## src/rtl/sec_ded_decoder_28.sv

```systemverilog
// sec_ded_decoder_28: two-stage pipelined SEC-DED decoder for 28 data bits
// protected by 6 Hamming check bits plus one overall parity bit.
// Stage 1 captures the codeword together with its syndrome and parity.
// Stage 2 captures the corrected data and the sec/ded classification.
// Optional error counters are enabled by defining SEC_DED_ERR_CNT_EN;
// without it the counter outputs are constant zero and clr_cnt_i is ignored.

module sec_ded_decoder_28 #(
  parameter int CNT_W = 16
) (
  input  logic             clk_i,
  input  logic             rst_ni,
  input  logic             in_valid_i,
  output logic             in_ready_o,
  input  logic [27:0]      data_i,
  input  logic [6:0]       ecc_i,
  output logic             out_valid_o,
  input  logic             out_ready_i,
  output logic [27:0]      data_o,
  output logic [6:0]       syndrome_o,
  output logic             sec_o,
  output logic             ded_o,
  input  logic             clr_cnt_i,
  output logic [CNT_W-1:0] ce_cnt_o,
  output logic [CNT_W-1:0] ue_cnt_o
);

  // Hamming position of data bit k: the k-th non-power-of-two position from 3 up.
  // Positions 1, 2, 4, 8, 16 and 32 belong to the check bits.
  function automatic logic [5:0] dataPos(input int k);
    int cnt;
    cnt     = 0;
    dataPos = 6'd0;
    for (int p = 3; p < 35; p++) begin
      if ((p & (p - 1)) != 0) begin
        if (cnt == k) dataPos = 6'(p);
        cnt++;
      end
    end
  endfunction

  logic        w_s2Adv;
  logic        w_s1Adv;
  logic [5:0]  w_syn;
  logic        w_par;
  logic [27:0] w_corrData;
  logic        w_sec;
  logic        w_ded;

  logic        r_s1Valid;
  logic [27:0] r_s1Data;
  logic [5:0]  r_s1Syn;
  logic        r_s1Par;

  logic        r_s2Valid;
  logic [27:0] r_s2Data;
  logic [6:0]  r_s2Syn;
  logic        r_s2Sec;
  logic        r_s2Ded;

  // Stage 2 moves whenever its slot is free or being drained; stage 1 follows.
  assign w_s2Adv    = !r_s2Valid || out_ready_i;
  assign w_s1Adv    = !r_s1Valid || w_s2Adv;
  assign in_ready_o = rst_ni && w_s1Adv;

  // Syndrome: received check bits folded with the positions of every set data bit.
  always_comb begin
    w_syn = ecc_i[5:0];
    for (int k = 0; k < 28; k++) begin
      if (data_i[k]) w_syn = w_syn ^ dataPos(k);
    end
  end

  assign w_par = ^{data_i, ecc_i};

  // Stage 1 register: codeword data plus its syndrome and overall parity.
  always_ff @(posedge clk_i) begin
    if (!rst_ni) begin
      r_s1Valid <= 1'b0;
      r_s1Data  <= '0;
      r_s1Syn   <= '0;
      r_s1Par   <= 1'b0;
    end else if (w_s1Adv) begin
      r_s1Valid <= in_valid_i;
      if (in_valid_i) begin
        r_s1Data <= data_i;
        r_s1Syn  <= w_syn;
        r_s1Par  <= w_par;
      end
    end
  end

  // Classify the stage-1 codeword and flip the data bit a single error points at.
  // A syndrome naming a check-bit position needs no data correction.
  always_comb begin
    w_corrData = r_s1Data;
    w_sec      = 1'b0;
    w_ded      = 1'b0;
    if (r_s1Syn == 6'd0) begin
      w_sec = r_s1Par;
    end else if (!r_s1Par) begin
      w_ded = 1'b1;
    end else if (r_s1Syn > 6'd34) begin
      w_ded = 1'b1;
    end else begin
      w_sec = 1'b1;
      for (int k = 0; k < 28; k++) begin
        if (dataPos(k) == r_s1Syn) w_corrData[k] = ~r_s1Data[k];
      end
    end
  end

  // Stage 2 register: decoded result, held while the consumer stalls.
  always_ff @(posedge clk_i) begin
    if (!rst_ni) begin
      r_s2Valid <= 1'b0;
      r_s2Data  <= '0;
      r_s2Syn   <= '0;
      r_s2Sec   <= 1'b0;
      r_s2Ded   <= 1'b0;
    end else if (w_s2Adv) begin
      r_s2Valid <= r_s1Valid;
      if (r_s1Valid) begin
        r_s2Data <= w_corrData;
        r_s2Syn  <= {r_s1Par, r_s1Syn};
        r_s2Sec  <= w_sec;
        r_s2Ded  <= w_ded;
      end
    end
  end

  assign out_valid_o = r_s2Valid;
  assign data_o      = r_s2Data;
  assign syndrome_o  = r_s2Syn;
  assign sec_o       = r_s2Sec;
  assign ded_o       = r_s2Ded;

`ifdef SEC_DED_ERR_CNT_EN
  localparam logic [CNT_W-1:0] CNT_MAX = '1;

  logic             w_outHs;
  logic [CNT_W-1:0] r_ceCnt;
  logic [CNT_W-1:0] r_ueCnt;

  assign w_outHs = r_s2Valid && out_ready_i;

  // Saturating error counters, one step per delivered result; clear wins.
  always_ff @(posedge clk_i) begin
    if (!rst_ni) begin
      r_ceCnt <= '0;
      r_ueCnt <= '0;
    end else if (clr_cnt_i) begin
      r_ceCnt <= '0;
      r_ueCnt <= '0;
    end else if (w_outHs) begin
      if (r_s2Sec && (r_ceCnt != CNT_MAX)) r_ceCnt <= r_ceCnt + CNT_W'(1);
      if (r_s2Ded && (r_ueCnt != CNT_MAX)) r_ueCnt <= r_ueCnt + CNT_W'(1);
    end
  end

  assign ce_cnt_o = r_ceCnt;
  assign ue_cnt_o = r_ueCnt;
`else
  // Counters absent: outputs are constant zero; clr_cnt_i is masked off so it
  // still has a reader but never influences anything.
  assign ce_cnt_o = {CNT_W{clr_cnt_i & 1'b0}};
  assign ue_cnt_o = {CNT_W{clr_cnt_i & 1'b0}};
`endif

endmodule

```

## config.mk

```make
export PLATFORM = sky130hd
export DESIGN_NAME = sec_ded_decoder_28
export DESIGN_NICKNAME = d
export VERILOG_FILES = /design/src/rtl/sec_ded_decoder_28.sv
export SDC_FILE = /design/constraint.sdc
export NUM_CORES = 1
export LEC_CHECK = 0
export CAP_MARGIN = 20
export CORE_UTILIZATION = 47
export CTS_CLUSTER_SIZE = 20
export DETAILED_ROUTE_END_ITERATION = 16
export PLACE_DENSITY_LB_ADDON = 0.05
export SETUP_SLACK_MARGIN = 0.5
export SLEW_MARGIN = 10
export SYNTH_ARGS = -nofsm -noshare
export SYNTH_HDL_FRONTEND = slang
export SYNTH_SLANG_ARGS = --single-unit
```

## constraint.sdc

```tcl
create_clock -name clk_i -period 2.8 [get_ports clk_i]
set_input_delay 0.56 -clock clk_i [delete_from_list [all_inputs] [get_ports clk_i]]
set_output_delay 0.56 -clock clk_i [all_outputs]
set_load 0.02 [all_outputs]
```

# After elaboration in Yosys (flattened, before gate mapping)
# Index checks and enable logic that the tools add are counted.
[word_totals] register_bits=74 inputBits=40 output_inout_bits=71
[classes] addsub=754 magnitude_cmp=1 n_eq_ne=1486 n_mux=2526 bitwise=56 n_reduce_logical=63
[ops] operator="$mux W32" count=837
[ops] operator="$add A32 B2 Y32 const B" count=754
[ops] operator="$eq A32 B6 Y1 const B" count=648
[ops] operator="$eq A32 B5 Y1 const B" count=432
[ops] operator="$mux W6" count=1596
[ops] operator="$eq A32 B4 Y1 const B" count=216
[ops] operator="$eq A32 B3 Y1 const B" count=108
[ops] operator="$eq A32 B2 Y1 const B" count=54
[ops] operator="$logic_not A32 Y1" count=54
[ops] operator="$eq A6 B6 Y1" count=28
[ops] operator="$mux W3" count=56
[ops] operator="$xor A6 B6 Y6" count=28
[ops] operator="$mux W28" count=3
[ops] operator="$reduce_xor A35 Y1" count=1
[ops] operator="$mux W1" count=34
[ops] operator="$not A1 Y1" count=28
[ops] operator="$gt A6 B6 Y1 const B" count=1
[ops] operator="$logic_not A6 Y1" count=1
[ops] operator="$reduce_and A2 Y1" count=2
[ops] operator="$logic_not A1 Y1" count=2
[ops] operator="$logic_or A1 B1 Y1" count=2
[ops] operator="$logic_and A1 B1 Y1" count=1

# Depth between registers and ports, before layout
[depth] word_depth=118 mapped_depth=7

# Worst setup path after synthesis
# OpenSTA, ideal clock, no wires.
[synth_path] path_type="input port to flip-flop" from="in data_i[24]" to="reg r_s1Par" arrival_time_ps=2062 path_slack_ps=654 stages=5 n_path_buf=0 cell_sequence="xor2_1 > xnor3_1 > xnor3_2 > xnor3_1 > o31ai_2"
[synth_between] elab_chain_cells=1
[synth_rtl] item="from (decl)" line_no="15" rtl="input logic [27:0] data_i,"
[synth_rtl] item="$reduce_xor A35 Y1" line_no="74" rtl="assign w_par = ^{data_i, ecc_i};"
[synth_rtl] item="to (signal assigned)" line_no="88" rtl="r_s1Par <= w_par;"
[synth_rtl] item="to (decl)" line_no="53" rtl="logic r_s1Par;"
# No other way between the ends.
# A chain may end at the register's enable or synchronous reset.

# Worst setup path in the final report
[layout_path] from="in data_i[14]" to="reg r_s1Par"
# Same word-level chain as after synthesis.

==> run_results.csv <==
group,metric,value,unit
floorplanning,fp-row-count,32,
power,p_clk_share,31.9,%
power,power_frac_seq,39.6,%
cells_and_area,finish.utilization,63.5,%
placed_design,dpl.hpwl,6.52,mm
routing,wl,8.84,mm
clock_tree,cts_buffer_depth,2,
power,p_per_area,625,nW/um^2
clock_tree,cts_sinks,74,
global_route,grt_pass1_wl,14.5,mm
sta,tns,0,ns
cells_and_area,drive_gt1_share,7.79,%
routing,drtAntennaViolNets,0,
min_path,hold_path.class,"flip-flop to flip-flop",
clock_tree,clkLatencyLatePin,0.34,ns
clock_tree,cts_buffers,9,
power,p_comb_share,28.4,%
routing,first_iter_violations,140,
global_route,antenna_found_initial,0,
power,switching_share,29.3,%
sta,slew_headroom,50.4,%
logic_synthesis,synth_area_leaders,"dfxtp_1 38%, xnor2_1 11%, nand2_1 8.6%, xnor3_1 8.6%, buf_4 6.1%",
sta,timing.fmax,0.440,GHz
critical_path,crit_arrival,2.53,ns
critical_path,crit_fanout,2,
sta,clock_skew,0.00910,ns
critical_path,cp.required,3.06,ns
clock_tree,cts_tree,"yes",
cells_and_area,nets,575,
clock_tree,htreeDepth,3,
cells_and_area,final_cell_mix,"90 x nand2_1, 74 x dfxtp_1, 71 x clkdlybuf4s50_1",
cells_and_area,area_growth,27.4,%
global_route,grt_max_degree,73,
global_route,grt_use_total,21.6,%
logic_synthesis,ys.flop_type,"dfxtp_1",
floorplanning,coreArea,7890,sq um
cells_and_area,fin_area,5010,sq um
floorplanning,die_h,93.4,microns
routing,vias,3156,
logic_synthesis,yosysWarnings,0,
placed_design,portBuffers,77,
sta,hold_viol,0,
logic_synthesis,yosys.cell_types.count,31,
sta,setup_viol,0,
floorplanning,start_util,49.8,%
logic_synthesis,synth-edff-count,0,
clock_tree,cts.clk_slew.worst_paths,0.07,ns
clock_tree,holdBufCountCts,0,
power,switching_power,917,uW
sta,report.final.slew_viol_count,0,
logic_synthesis,synthCells,462,
cells_and_area,diodes,0,
routing,vias_per_cell,4.92,
cells_and_area,final_common_cell,"nand2_1",
sta,period_share,81.1,%
routing,drc,0,
routing,routedWlPerCell,13.8,microns
critical_path,crit_type,"primary input to flip-flop",
critical_path,critPathLaunchType,"primary input",
placed_design,place_area,4690,sq um
min_path,hp-start,"ded_o$_SDFFE_PN0P_",
logic_synthesis,synth_top_area_cell,"dfxtp_1",
power,vdd.ir_drop.worst,0.255,mV
critical_path,r2r_setup_slack,0.81,ns
placed_design,gp_congestion,0.864,
cells_and_area,layout.cells.non_filler,641,
floorplanning,dieArea,8730,sq um
sta,rsz0062_at_grt,"true",
global_route,overflow,0,
power,power_leakage,0.00193,uW
logic_synthesis,ys_seq_area_share,37.7,%
critical_path,rr_startpoint,"r_s1Par$_SDFFE_PN0P_",
power,p_int,2210,uW
critical_path,crit_path_end_kind,"flip-flop",
sta,fin_crit,2.27,ns
floorplanning,ios,111,
logic_synthesis,synth_top_area_share,37.7,%
clock_tree,clock-root-buffer,"clkbuf_8",
status,status,"finished, final reports clean",
logic_synthesis,synthesis.area,3930,sq um
routing,drt_first_pass_iters,4,
placed_design,dp.cells,621,
flow_run,maxCapViolations,0,
logic_synthesis,avgSynthCellArea,8.51,sq um
global_route,grt_pass1_vias,2899,
logic_synthesis,synth-seq-cells,74,
logic_synthesis,synthArstFlopShare,0,%
floorplanning,dieWidth,93.4,microns
critical_path,cp-startpoint,"data_i[14]",
sta,tightest_slew,0.743,ns
==> state kept, by name, indices dropped and copies added, names as in the netlist <==
register     flops
data_o          28
ded_o            1
out_valid_o      1
r_s1Data        28
r_s1Par          1
r_s1Syn          6
r_s1Valid        1
sec_o            1
syndrome_o       7
==> worst max-delay path, cell delays in order <==
cell and delay [ns]:
clkdlybuf4s50_1 0.49, xnor2_2 0.23, xnor3_1 0.43, xnor3_2 0.25, xnor3_1 0.40, o31ai_2 0.16
==> repair_timing <==
action	4_1_cts	5_1_grt
setup endpoints to repair	3	4
resized for setup	9	4
setup buffers	4	1
pin swaps	3	3
==> synthesized netlist by cell type (all sizes together), types with 9 or more instances <==
master and instances:
xnor3 16, nor2 47, dfxtp 74, clkbuf 27, buf 34, xnor2 49, a211oi 27, nand2 90
nor3 9, xor2 14, a21oi 44
==> routing by layer <==
layer	share of wire [%]	vias up	global-route usage (%)	wire [microns]
met5	0	-	0	0
met4	0.88	0	7.05	78
met3	4.6	8	3.98	410
met2	46	104	33.8	4040
met1	49	1442	30.2	4310
li1	-	1602	-	-
==> final timing paths <==
path	to	depth (start not counted)
max	r_s1Par$_SDFFE_PN0P_	6
min	ded_o$_SDFFE_PN0P_	2
max reg2reg	data_o[7]$_SDFFE_PN0P_	5
min reg2reg	ded_o$_SDFFE_PN0P_	2
==> stage by stage <==
step	setup WS [ns]	total power, uW	hold slack [ns]
CTS	0.495	3130	0.457
detailed placement	0.0326	2130	0.446
floorplan	0.654	1890	0.448
global placement	0.0398	2110	0.444
finish	0.529	3130	0.453
global route	0.468	3270	0.488
==> logic make-up (layout without fill, tap and decap cells) <==
kind of cell,count (synthesis),after routing,share of synthesized area (%)
simple gates,171,171,18.3
xor+xnor,79,79,23.2
compound gates,75,75,11.7
flops,74,74,37.7
buf+inv,62,108,9.01
other cells,1,32,0.0954
==> power groups by stage <==
| stage | clock [uW] | combinational, uW | sequential (uW) |
|---|---|---|---|
| after global placement | 0 | 853 | 1260 |
| after detailed placement | 0 | 862 | 1260 |
| final | 1000 | 889 | 1240 |
| after global routing | 1050 | 960 | 1250 |
| after floorplan | 0 | 647 | 1240 |
| after CTS | 1020 | 880 | 1240 |
==> layout make-up <==
| cell class | count | area (sq um) |
|---|---|---|
| tap | 102 | 128 |
| sequential | 74 | 1480 |
| inverter | 1 | 3.75 |
| multi-input combinational | 357 | 2260 |
| fill | 708 | 2880 |
| timing repair buffer | 92 | 888 |
| clock inverter | 5 | 103 |
| clock buffer | 10 | 138 |
Note: power is estimated with default switching activity, not from simulation.
